--- config.mk ---
export PLATFORM = sky130hd
export DESIGN_NAME = core_wb_arbiter_flat
export DESIGN_NICKNAME = d
export VERILOG_FILES = /design/src/rtl/core_wb_arbiter_if.sv /design/src/rtl/core_wb_arbiter.sv /design/src/flat_wrapper.sv
export SDC_FILE = /design/constraint.sdc
export NUM_CORES = 1
export LEC_CHECK = 0
export BUFFER_PORTS_ARGS = -buffer_cell sky130_fd_sc_hd__buf_4
export CORE_MARGIN = 3
export CORE_UTILIZATION = 42
export CTS_BUF_LIST = sky130_fd_sc_hd__clkbuf_8
export DETAILED_ROUTE_END_ITERATION = 8
export HOLD_SLACK_MARGIN = 0.1
export PLACE_DENSITY = 0.9
export SLEW_MARGIN = 20
export SYNTH_ARGS = -nofsm -noshare
export SYNTH_HDL_FRONTEND = slang
export SYNTH_SLANG_ARGS = --single-unit
--- constraint.sdc ---
create_clock -name wb_clk_i -period 4.35 [get_ports wb_clk_i]
set_clock_uncertainty 0.1 [all_clocks]
set_input_delay 0.6525 -clock wb_clk_i [delete_from_list [all_inputs] [get_ports wb_clk_i]]
set_output_delay 0.6525 -clock wb_clk_i [all_outputs]
set_load 0.02 [all_outputs]
--- src/rtl/core_wb_arbiter_if.sv ---
// Bus bundle for the two-requester Wishbone-style arbiter.
// The master modport is the arbiter's own view: it consumes the instruction
// and data requests and drives the single downstream port. The slave modport
// is the mirror image, used by whatever surrounds the arbiter.
interface core_wb_arbiter_if #(
    parameter int ADDRESS_WIDTH = 28
);
    logic [ADDRESS_WIDTH-1:0] instrAddress;
    logic [3:0]               instrByteSelect;
    logic                     instrEnable;
    logic                     instrWriteEnable;
    logic [31:0]              instrDataWrite;
    logic [31:0]              instrDataRead;
    logic                     instrDone;
    logic                     instrBusy;

    logic [ADDRESS_WIDTH-1:0] dataAddress;
    logic [3:0]               dataByteSelect;
    logic                     dataEnable;
    logic                     dataWriteEnable;
    logic [31:0]              dataDataWrite;
    logic [31:0]              dataDataRead;
    logic                     dataDone;
    logic                     dataBusy;

    logic [ADDRESS_WIDTH-1:0] wbAddress;
    logic [3:0]               wbByteSelect;
    logic                     wbEnable;
    logic                     wbWriteEnable;
    logic [31:0]              wbDataWrite;
    logic [31:0]              wbDataRead;
    logic                     wbBusy;

    modport master (
        input  instrAddress, instrByteSelect, instrEnable, instrWriteEnable, instrDataWrite,
        output instrDataRead, instrDone, instrBusy,
        input  dataAddress, dataByteSelect, dataEnable, dataWriteEnable, dataDataWrite,
        output dataDataRead, dataDone, dataBusy,
        output wbAddress, wbByteSelect, wbEnable, wbWriteEnable, wbDataWrite,
        input  wbDataRead, wbBusy
    );

    modport slave (
        output instrAddress, instrByteSelect, instrEnable, instrWriteEnable, instrDataWrite,
        input  instrDataRead, instrDone, instrBusy,
        output dataAddress, dataByteSelect, dataEnable, dataWriteEnable, dataDataWrite,
        input  dataDataRead, dataDone, dataBusy,
        input  wbAddress, wbByteSelect, wbEnable, wbWriteEnable, wbDataWrite,
        output wbDataRead, wbBusy
    );
endinterface

--- src/rtl/core_wb_arbiter.sv ---
// Round-robin arbiter: instruction and data requesters share one downstream
// bus. One transaction at a time: IDLE (grant) -> ISSUE (one cycle) -> WAIT
// (until the downstream stage drops busy). A requester dropping its enable
// mid-transaction aborts it silently. Grant encoding: 0 = instr, 1 = data.
module core_wb_arbiter #(
    parameter int ADDRESS_WIDTH = 28
) (
    input logic               wb_clk_i,
    input logic               wb_rst_i,
    core_wb_arbiter_if.master bus
);

    typedef enum logic [1:0] {
        S_IDLE  = 2'd0,
        S_ISSUE = 2'd1,
        S_WAIT  = 2'd2
    } state_t;

    state_t                   r_state;
    state_t                   w_state_nxt;
    logic                     r_grant;
    logic                     r_last_grant;
    logic [ADDRESS_WIDTH-1:0] r_addr;
    logic [3:0]               r_bsel;
    logic                     r_we;
    logic [31:0]              r_wdata;
    logic [31:0]              r_instr_rd;
    logic [31:0]              r_data_rd;

    logic                     w_take;
    logic                     w_pick;
    logic                     w_gnt_en;
    logic                     w_done;
    logic                     w_instr_done;
    logic                     w_data_done;

    assign w_gnt_en     = r_grant ? bus.dataEnable : bus.instrEnable;
    assign w_done       = (r_state == S_WAIT) && w_gnt_en && !bus.wbBusy;
    assign w_instr_done = w_done && !r_grant;
    assign w_data_done  = w_done && r_grant;

    // Next-state and grant selection; ties go to the port not served last.
    always_comb begin
        w_state_nxt = r_state;
        w_take      = 1'b0;
        w_pick      = r_grant;
        case (r_state)
            S_IDLE: begin
                if (bus.instrEnable || bus.dataEnable) begin
                    w_take      = 1'b1;
                    w_pick      = (bus.instrEnable && bus.dataEnable) ? !r_last_grant
                                                                      : bus.dataEnable;
                    w_state_nxt = S_ISSUE;
                end
            end
            S_ISSUE: w_state_nxt = w_gnt_en ? S_WAIT : S_IDLE;
            S_WAIT: begin
                if (!w_gnt_en || !bus.wbBusy) begin
                    w_state_nxt = S_IDLE;
                end
            end
            default: w_state_nxt = S_IDLE;
        endcase
    end

    // State register; reset lands in IDLE, which immediately forces wbEnable low.
    always_ff @(posedge wb_clk_i or posedge wb_rst_i) begin
        if (wb_rst_i) begin
            r_state <= S_IDLE;
        end else begin
            r_state <= w_state_nxt;
        end
    end

    // Latch the winning request's command fields at grant time.
    always_ff @(posedge wb_clk_i or posedge wb_rst_i) begin
        if (wb_rst_i) begin
            r_grant      <= 1'b0;
            r_last_grant <= 1'b0;
            r_addr       <= '0;
            r_bsel       <= 4'h0;
            r_we         <= 1'b0;
            r_wdata      <= 32'hFFFF_FFFF;
        end else if (w_take) begin
            r_grant      <= w_pick;
            r_last_grant <= w_pick;
            r_addr       <= w_pick ? bus.dataAddress      : bus.instrAddress;
            r_bsel       <= w_pick ? bus.dataByteSelect   : bus.instrByteSelect;
            r_we         <= w_pick ? bus.dataWriteEnable  : bus.instrWriteEnable;
            r_wdata      <= w_pick ? bus.dataDataWrite    : bus.instrDataWrite;
        end
    end

    // Per-port read holding registers, updated only on that port's completion.
    always_ff @(posedge wb_clk_i or posedge wb_rst_i) begin
        if (wb_rst_i) begin
            r_instr_rd <= 32'hFFFF_FFFF;
            r_data_rd  <= 32'hFFFF_FFFF;
        end else begin
            if (w_instr_done) r_instr_rd <= bus.wbDataRead;
            if (w_data_done)  r_data_rd  <= bus.wbDataRead;
        end
    end

    // wbEnable drops in the completion cycle so the slave does not see a second request.
    assign bus.wbEnable      = w_gnt_en && ((r_state == S_ISSUE) ||
                                            ((r_state == S_WAIT) && bus.wbBusy));
    assign bus.wbAddress     = r_addr;
    assign bus.wbByteSelect  = r_bsel;
    assign bus.wbWriteEnable = r_we;
    assign bus.wbDataWrite   = r_wdata;

    assign bus.instrDone     = w_instr_done;
    assign bus.dataDone      = w_data_done;
    assign bus.instrDataRead = w_instr_done ? bus.wbDataRead : r_instr_rd;
    assign bus.dataDataRead  = w_data_done  ? bus.wbDataRead : r_data_rd;
    assign bus.instrBusy     = bus.instrEnable && !w_instr_done;
    assign bus.dataBusy      = bus.dataEnable  && !w_data_done;

endmodule

--- src/flat_wrapper.sv ---
// flat-port wrapper written by rule: the top's interface ports become plain ports
module core_wb_arbiter_flat 
#(
    parameter int ADDRESS_WIDTH = 28
)
  (wb_clk_i, wb_rst_i, bus_instrAddress, bus_instrByteSelect, bus_instrEnable, bus_instrWriteEnable, bus_instrDataWrite, bus_instrDataRead, bus_instrDone, bus_instrBusy, bus_dataAddress, bus_dataByteSelect, bus_dataEnable, bus_dataWriteEnable, bus_dataDataWrite, bus_dataDataRead, bus_dataDone, bus_dataBusy, bus_wbAddress, bus_wbByteSelect, bus_wbEnable, bus_wbWriteEnable, bus_wbDataWrite, bus_wbDataRead, bus_wbBusy);
  core_wb_arbiter_if #(.ADDRESS_WIDTH(ADDRESS_WIDTH)) bus_i ();
  input logic wb_clk_i;
  input logic wb_rst_i;
  input wire logic [$bits(bus_i.instrAddress)-1:0] bus_instrAddress;
  input wire logic [$bits(bus_i.instrByteSelect)-1:0] bus_instrByteSelect;
  input wire logic [$bits(bus_i.instrEnable)-1:0] bus_instrEnable;
  input wire logic [$bits(bus_i.instrWriteEnable)-1:0] bus_instrWriteEnable;
  input wire logic [$bits(bus_i.instrDataWrite)-1:0] bus_instrDataWrite;
  output wire logic [$bits(bus_i.instrDataRead)-1:0] bus_instrDataRead;
  output wire logic [$bits(bus_i.instrDone)-1:0] bus_instrDone;
  output wire logic [$bits(bus_i.instrBusy)-1:0] bus_instrBusy;
  input wire logic [$bits(bus_i.dataAddress)-1:0] bus_dataAddress;
  input wire logic [$bits(bus_i.dataByteSelect)-1:0] bus_dataByteSelect;
  input wire logic [$bits(bus_i.dataEnable)-1:0] bus_dataEnable;
  input wire logic [$bits(bus_i.dataWriteEnable)-1:0] bus_dataWriteEnable;
  input wire logic [$bits(bus_i.dataDataWrite)-1:0] bus_dataDataWrite;
  output wire logic [$bits(bus_i.dataDataRead)-1:0] bus_dataDataRead;
  output wire logic [$bits(bus_i.dataDone)-1:0] bus_dataDone;
  output wire logic [$bits(bus_i.dataBusy)-1:0] bus_dataBusy;
  output wire logic [$bits(bus_i.wbAddress)-1:0] bus_wbAddress;
  output wire logic [$bits(bus_i.wbByteSelect)-1:0] bus_wbByteSelect;
  output wire logic [$bits(bus_i.wbEnable)-1:0] bus_wbEnable;
  output wire logic [$bits(bus_i.wbWriteEnable)-1:0] bus_wbWriteEnable;
  output wire logic [$bits(bus_i.wbDataWrite)-1:0] bus_wbDataWrite;
  input wire logic [$bits(bus_i.wbDataRead)-1:0] bus_wbDataRead;
  input wire logic [$bits(bus_i.wbBusy)-1:0] bus_wbBusy;
  assign bus_i.instrAddress = bus_instrAddress;
  assign bus_i.instrByteSelect = bus_instrByteSelect;
  assign bus_i.instrEnable = bus_instrEnable;
  assign bus_i.instrWriteEnable = bus_instrWriteEnable;
  assign bus_i.instrDataWrite = bus_instrDataWrite;
  assign bus_instrDataRead = bus_i.instrDataRead;
  assign bus_instrDone = bus_i.instrDone;
  assign bus_instrBusy = bus_i.instrBusy;
  assign bus_i.dataAddress = bus_dataAddress;
  assign bus_i.dataByteSelect = bus_dataByteSelect;
  assign bus_i.dataEnable = bus_dataEnable;
  assign bus_i.dataWriteEnable = bus_dataWriteEnable;
  assign bus_i.dataDataWrite = bus_dataDataWrite;
  assign bus_dataDataRead = bus_i.dataDataRead;
  assign bus_dataDone = bus_i.dataDone;
  assign bus_dataBusy = bus_i.dataBusy;
  assign bus_wbAddress = bus_i.wbAddress;
  assign bus_wbByteSelect = bus_i.wbByteSelect;
  assign bus_wbEnable = bus_i.wbEnable;
  assign bus_wbWriteEnable = bus_i.wbWriteEnable;
  assign bus_wbDataWrite = bus_i.wbDataWrite;
  assign bus_i.wbDataRead = bus_wbDataRead;
  assign bus_i.wbBusy = bus_wbBusy;
  core_wb_arbiter #(.ADDRESS_WIDTH(ADDRESS_WIDTH)) u_core (.wb_clk_i(wb_clk_i), .wb_rst_i(wb_rst_i), .bus(bus_i));
endmodule
# After elaboration in Yosys (flattened, before gate mapping)
# Index checks and enable logic that the tools add are counted.
[word_totals]
regBits = 132
latchBits = 0
ram_bits = 0
romBits = 0
inputBits = 167
memories = 0
[classes]
n_addsub = 0
multipliers = 0
div = 0
order_cmp = 0
eq_ne = 4
n_shift = 0
n_mux = 16
bitwise_logic = 0
n_reduce_logical = 19
[op_table]
columns = ["operator", "count"]
rows = [
  ["$mux W32", 3],
  ["$mux W28", 1],
  ["$logic_and A1 B1 Y1", 9],
  ["$mux W1", 7],
  ["$mux W2", 3],
  ["$pmux W2 S3", 1],
  ["$logic_not A1 Y1", 5],
  ["$mux W4", 1],
  ["$logic_or A1 B1 Y1", 3],
  ["$eq A2 B1 Y1 const B", 1],
  ["$eq A2 B2 Y1 const B", 1],
  ["$logic_not A2 Y1", 1],
  ["$ne A2 B1 Y1 const B", 1],
  ["$ne A2 B2 Y1 const B", 1],
  ["$reduce_and A2 Y1", 1],
]

# Longest topological paths before layout
[logic_depth]
ltp_word = 6
mapped_depth = 5

# Least setup slack after synthesis
# OpenSTA, ideal clock, no wires.
[synth_timing]
path_type = "input -> output"
startpoint = "input port bus_wbBusy"
endpoint = "output port bus_dataDataRead[23]"
arrival_ns = 1.916
slack_ns = 1.682
stages = 4
n_path_buf = 1
path_cell_list = "or3b_1 -> nor2_2 -> buf_4 -> mux2_2"
[synth_between]
elab_chain_cells = 4
[synth_lines]
columns = ["item", "line", "text"]
rows = [
  ["from (decl)", "flat_wrapper.sv:32", "input wire logic [$bits(bus_i.wbBusy)-1:0] bus_wbBusy;"],
  ["$logic_not A1 Y1", "core_wb_arbiter.sv:38", "assign w_done = (r_state == S_WAIT) && w_gnt_en && !bus.wbBusy;"],
  ["$logic_and A1 B1 Y1", "core_wb_arbiter.sv:38", ""],
  ["$logic_and A1 B1 Y1", "core_wb_arbiter.sv:40", "assign w_data_done = w_done && r_grant;"],
  ["net bus_dataDone", "flat_wrapper.sv:24", "output wire logic [$bits(bus_i.dataDone)-1:0] bus_dataDone;"],
  ["$mux W32", "core_wb_arbiter.sv:116", "assign bus.dataDataRead = w_data_done ? bus.wbDataRead : r_data_rd;"],
  ["to (decl)", "flat_wrapper.sv:23", "output wire logic [$bits(bus_i.dataDataRead)-1:0] bus_dataDataRead;"],
]
# The timed path passes the listed nets, and every way through them passes these cells.

# Worst setup path in the final report
[layout_timing]
startpoint = "register u_core.r_state[1]"
endpoint = "output port bus_dataDataRead[15]"
[layout_between]
elab_chain_cells = 5
[layout_lines]
columns = ["item", "line", "text"]
rows = [
  ["from (decl)", "core_wb_arbiter.sv:19", "state_t r_state;"],
  ["from (signal assigned)", "core_wb_arbiter.sv:71", "r_state <= w_state_nxt;"],
  ["$eq A2 B2 Y1", "core_wb_arbiter.sv:38", ""],
  ["$logic_and A1 B1 Y1 (2 in a row)", "core_wb_arbiter.sv:38", ""],
  ["$logic_and A1 B1 Y1", "core_wb_arbiter.sv:40", ""],
  ["$mux W32", "core_wb_arbiter.sv:116", ""],
]
# Every way passes these cells.

==> flow_metrics.tcl <==
set metrics [dict create \
    fmax_ghz 0.301 \
    r2r_slack_ns 2.22 \
    dieArea_sq_um 14800 \
    portBuffers 300 \
    firstDrtPassIters 5 \
    post_cts_buffers 0 \
    ys_seq_elements 132 \
    max-vdd-ir-drop_uv 419 \
    route.detailed.drc 0 \
    rows 41 \
    synth_cells 382 \
    drive_gt1_share_pct 73.7 \
    path_clk_slew_ns 0.08 \
    cts.sinks 132 \
    fp.dieH_um 122 \
    cts_resized 0 \
    synth_nets 549 \
    grt_busiest_layer "met2" \
    p_per_area_nw_per_um2 815 \
    hpwl_um 12700 \
    synth-seq-area-share_pct 60.9 \
    start_util_pct 43.7 \
    cts_made_buffers 17 \
    clock_latency_ns 0.44 \
    cp_cell_sequence "or3b_1 > nor2_2 > buf_4 > mux2_2 > buf_4" \
    clk_path_buf_depth 2 \
    grt_pass1_wl_um 26800 \
    io_pins 301 \
    synth_edf_count 0 \
    antenna_left 0 \
    cp_num_buf_inv 2 \
    overflow 0 \
    root_buffer "clkbuf_8" \
    synth.distinct_cells 25 \
    wirelength_um 17700 \
    synth_top_flop_cell "dfstp_2" \
    syn_to_final_growth_pct 49.2 \
    antenna_cells 0 \
    grtUsageMet1_pct 26.7 \
    syn_area_sq_um 5620 \
    final_nets 839 \
    min-delay-path-class "input pin to async pin" \
    vias 4640 \
    detail_route.wl_per_cell_um 20.6 \
    max-slew-margin-rel_pct 31.9 \
    tightest_slew_ns 1.02 \
    htree_num_levels 4 \
    min_period_over_period_pct 76.3 \
    critPathMaxFanout 30 \
    rsz0062_at_grt "false" \
    synth.avg_cell_area_sq_um 14.7 \
    drt_iter0_markers 253 \
    cts_tree "built" \
    critical_path.most_common_cell "buf_4" \
    critPathLaunchType "flop" \
    p_leak_nw 4.25 \
    grt_use_met3_pct 8.50 \
    drv_slew 0 \
    worst_ep_required_time_ns 3.60 \
    ys_warn_count 0 \
    hold_violations 0 \
    first_global_vias 4977 \
    track_usage_pct 23.5 \
    die_x_um 122 \
    setup.worst_path.class "flop to output port" \
    fin_crit_ns 3.32 \
    setup_violations 0 \
    finalWeightedCongestion 0.814 \
    grt_max_degree 83 \
    cap_violations 0 \
    core_sq_um 12900 \
    status "completed" \
    critPathTopFamily "simple AND/OR/NAND/NOR gates" \
    postCtsHoldBufs 0 \
    worstSetupEndpointType "output port" \
    fin_hold_ws_ns 0.309 \
    antenna_found_initial 0 \
    cpPeakStageDelay_ns 0.46 \
    worstPathArrival_ns 2.57 \
    async_flop_share_pct 100 \
    critPathSlowestCell "dfrtp_1" \
    grt_use_met2_pct 40.0 \
    final_util_pct 65.2 \
    avgViaCountPerCell 5.41 \
    tns_ns 0 \
]
## through the flow
stage / instances / power, mW / area [sq um] / setup slack, ns
2_1_floorplan: 382 / 4.32 / 5620 / 0.230
3_3_place_gp: 825 / 5.62 / 7970 / 1.20
3_5_place_dp: 825 / 5.76 / 7970 / 1.13
4_1_cts: 857 / 6.89 / 8380 / 0.908
5_1_grt: 857 / 7.17 / 8390 / 0.866
6_report: 857 / 6.84 / 8390 / 1.03
## cell type report
class	count	area, sq um
flip-flops and latches	132	3420
fillers	912	4490
multi-input cells	212	2020
repair buffers	306	2300
clock inverters	13	155
clock buffers	19	262
inverters	3	13.8
well taps	172	215
## Yosys cell counts (2+ instances only)
master	instances	area, sq um
a221o_1	65	651
a22oi_1	2	15.0
and3_1	66	413
buf_12	2	40.0
buf_4	3	22.5
buf_6	2	22.5
clkbuf_1	27	101
dfrtp_1	36	901
dfstp_2	96	2520
inv_1	3	11.3
mux2_2	36	405
mux2_4	28	420
nand2_1	2	7.51
nand2b_1	3	18.8
## layer usage
metal  part of all wire (%)  vias to the layer above
li1                       -                     2049
met1                     37                     2298
met2                     50                      251
met3                    9.8                       42
met4                    3.0                        0
met5                      0                        -
## state kept, by name, summed over array words and instances, names as in the netlist
register,cells
u_core.bus.wbByteSelect,4
u_core.r_data_rd,32
u_core.r_state,2
u_core.bus.wbAddress,28
u_core.r_instr_rd,32
u_core.bus.wbDataWrite,32
u_core.bus.wbWriteEnable,1
u_core.r_last_grant,1
## worst paths after layout
path	from	endpoint	cells after the start
worst min-delay path	wb_rst_i	u_core.bus.wbAddress[0]	2
worst min register to register	u_core.bus.wbAddress[23]	u_core.bus.wbAddress[23]	1
worst max-delay path	u_core.r_state[1]	bus_dataDataRead[15]	5
min in group wb_clk_i	bus_instrAddress[23]	u_core.bus.wbAddress[23]	2
worst max register to register	u_core.r_state[1]	u_core.r_data_rd[15]	4
max in group asynchronous	wb_rst_i	u_core.r_instr_rd[14]	3
## placed cells by master (no fill, tap or decap)
cell type | synthesis | layout
inv_4 | 0 | 2
bufinv_16 | 0 | 3
o32a_1 | 1 | 1
buf_4 | 3 | 306
or3b_1 | 1 | 1
clkbuf_8 | 0 | 19
nand2_1 | 2 | 1
nor2_1 | 1 | 1
nand3b_1 | 1 | 1
nand2b_1 | 3 | 3
clkinv_4 | 0 | 2
clkinvlp_4 | 0 | 1
o21ai_4 | 0 | 1
a22oi_1 | 2 | 2
clkinv_2 | 0 | 5
nor2_2 | 1 | 1
and3_4 | 0 | 1
mux2_4 | 28 | 28
and3_1 | 66 | 65
or2_4 | 0 | 1
and2_1 | 1 | 1
inv_6 | 0 | 1
mux2_2 | 36 | 36
a221o_1 | 65 | 65
nand2_2 | 0 | 1
nor3b_2 | 0 | 1
dfstp_2 | 96 | 96
dfrtp_1 | 36 | 36
inv_1 | 3 | 2
nor2b_1 | 1 | 1
## logic make-up after synthesis
logic type / synth area share (%)
compound gates: 12.1
buf+inv: 3.58
flops: 60.9
mux: 14.7
simple gates: 8.75
## worst register-to-register path, stage by stage (launching register included)
cell     delay [ns]
dfrtp_1        0.46
or3b_1         0.41
nor2_2         0.24
buf_4          0.41
mux2_2         0.43
## power breakdown
group / leakage (nW) / total (mW) / switching (mW) / internal [mW]
combinational: 2.59 / 3.32 / 1.77 / 1.55
clock: 0.216 / 1.08 / 0.485 / 0.595
sequential: 1.45 / 2.44 / 0.313 / 2.13
(Power assumes the default switching activity.)
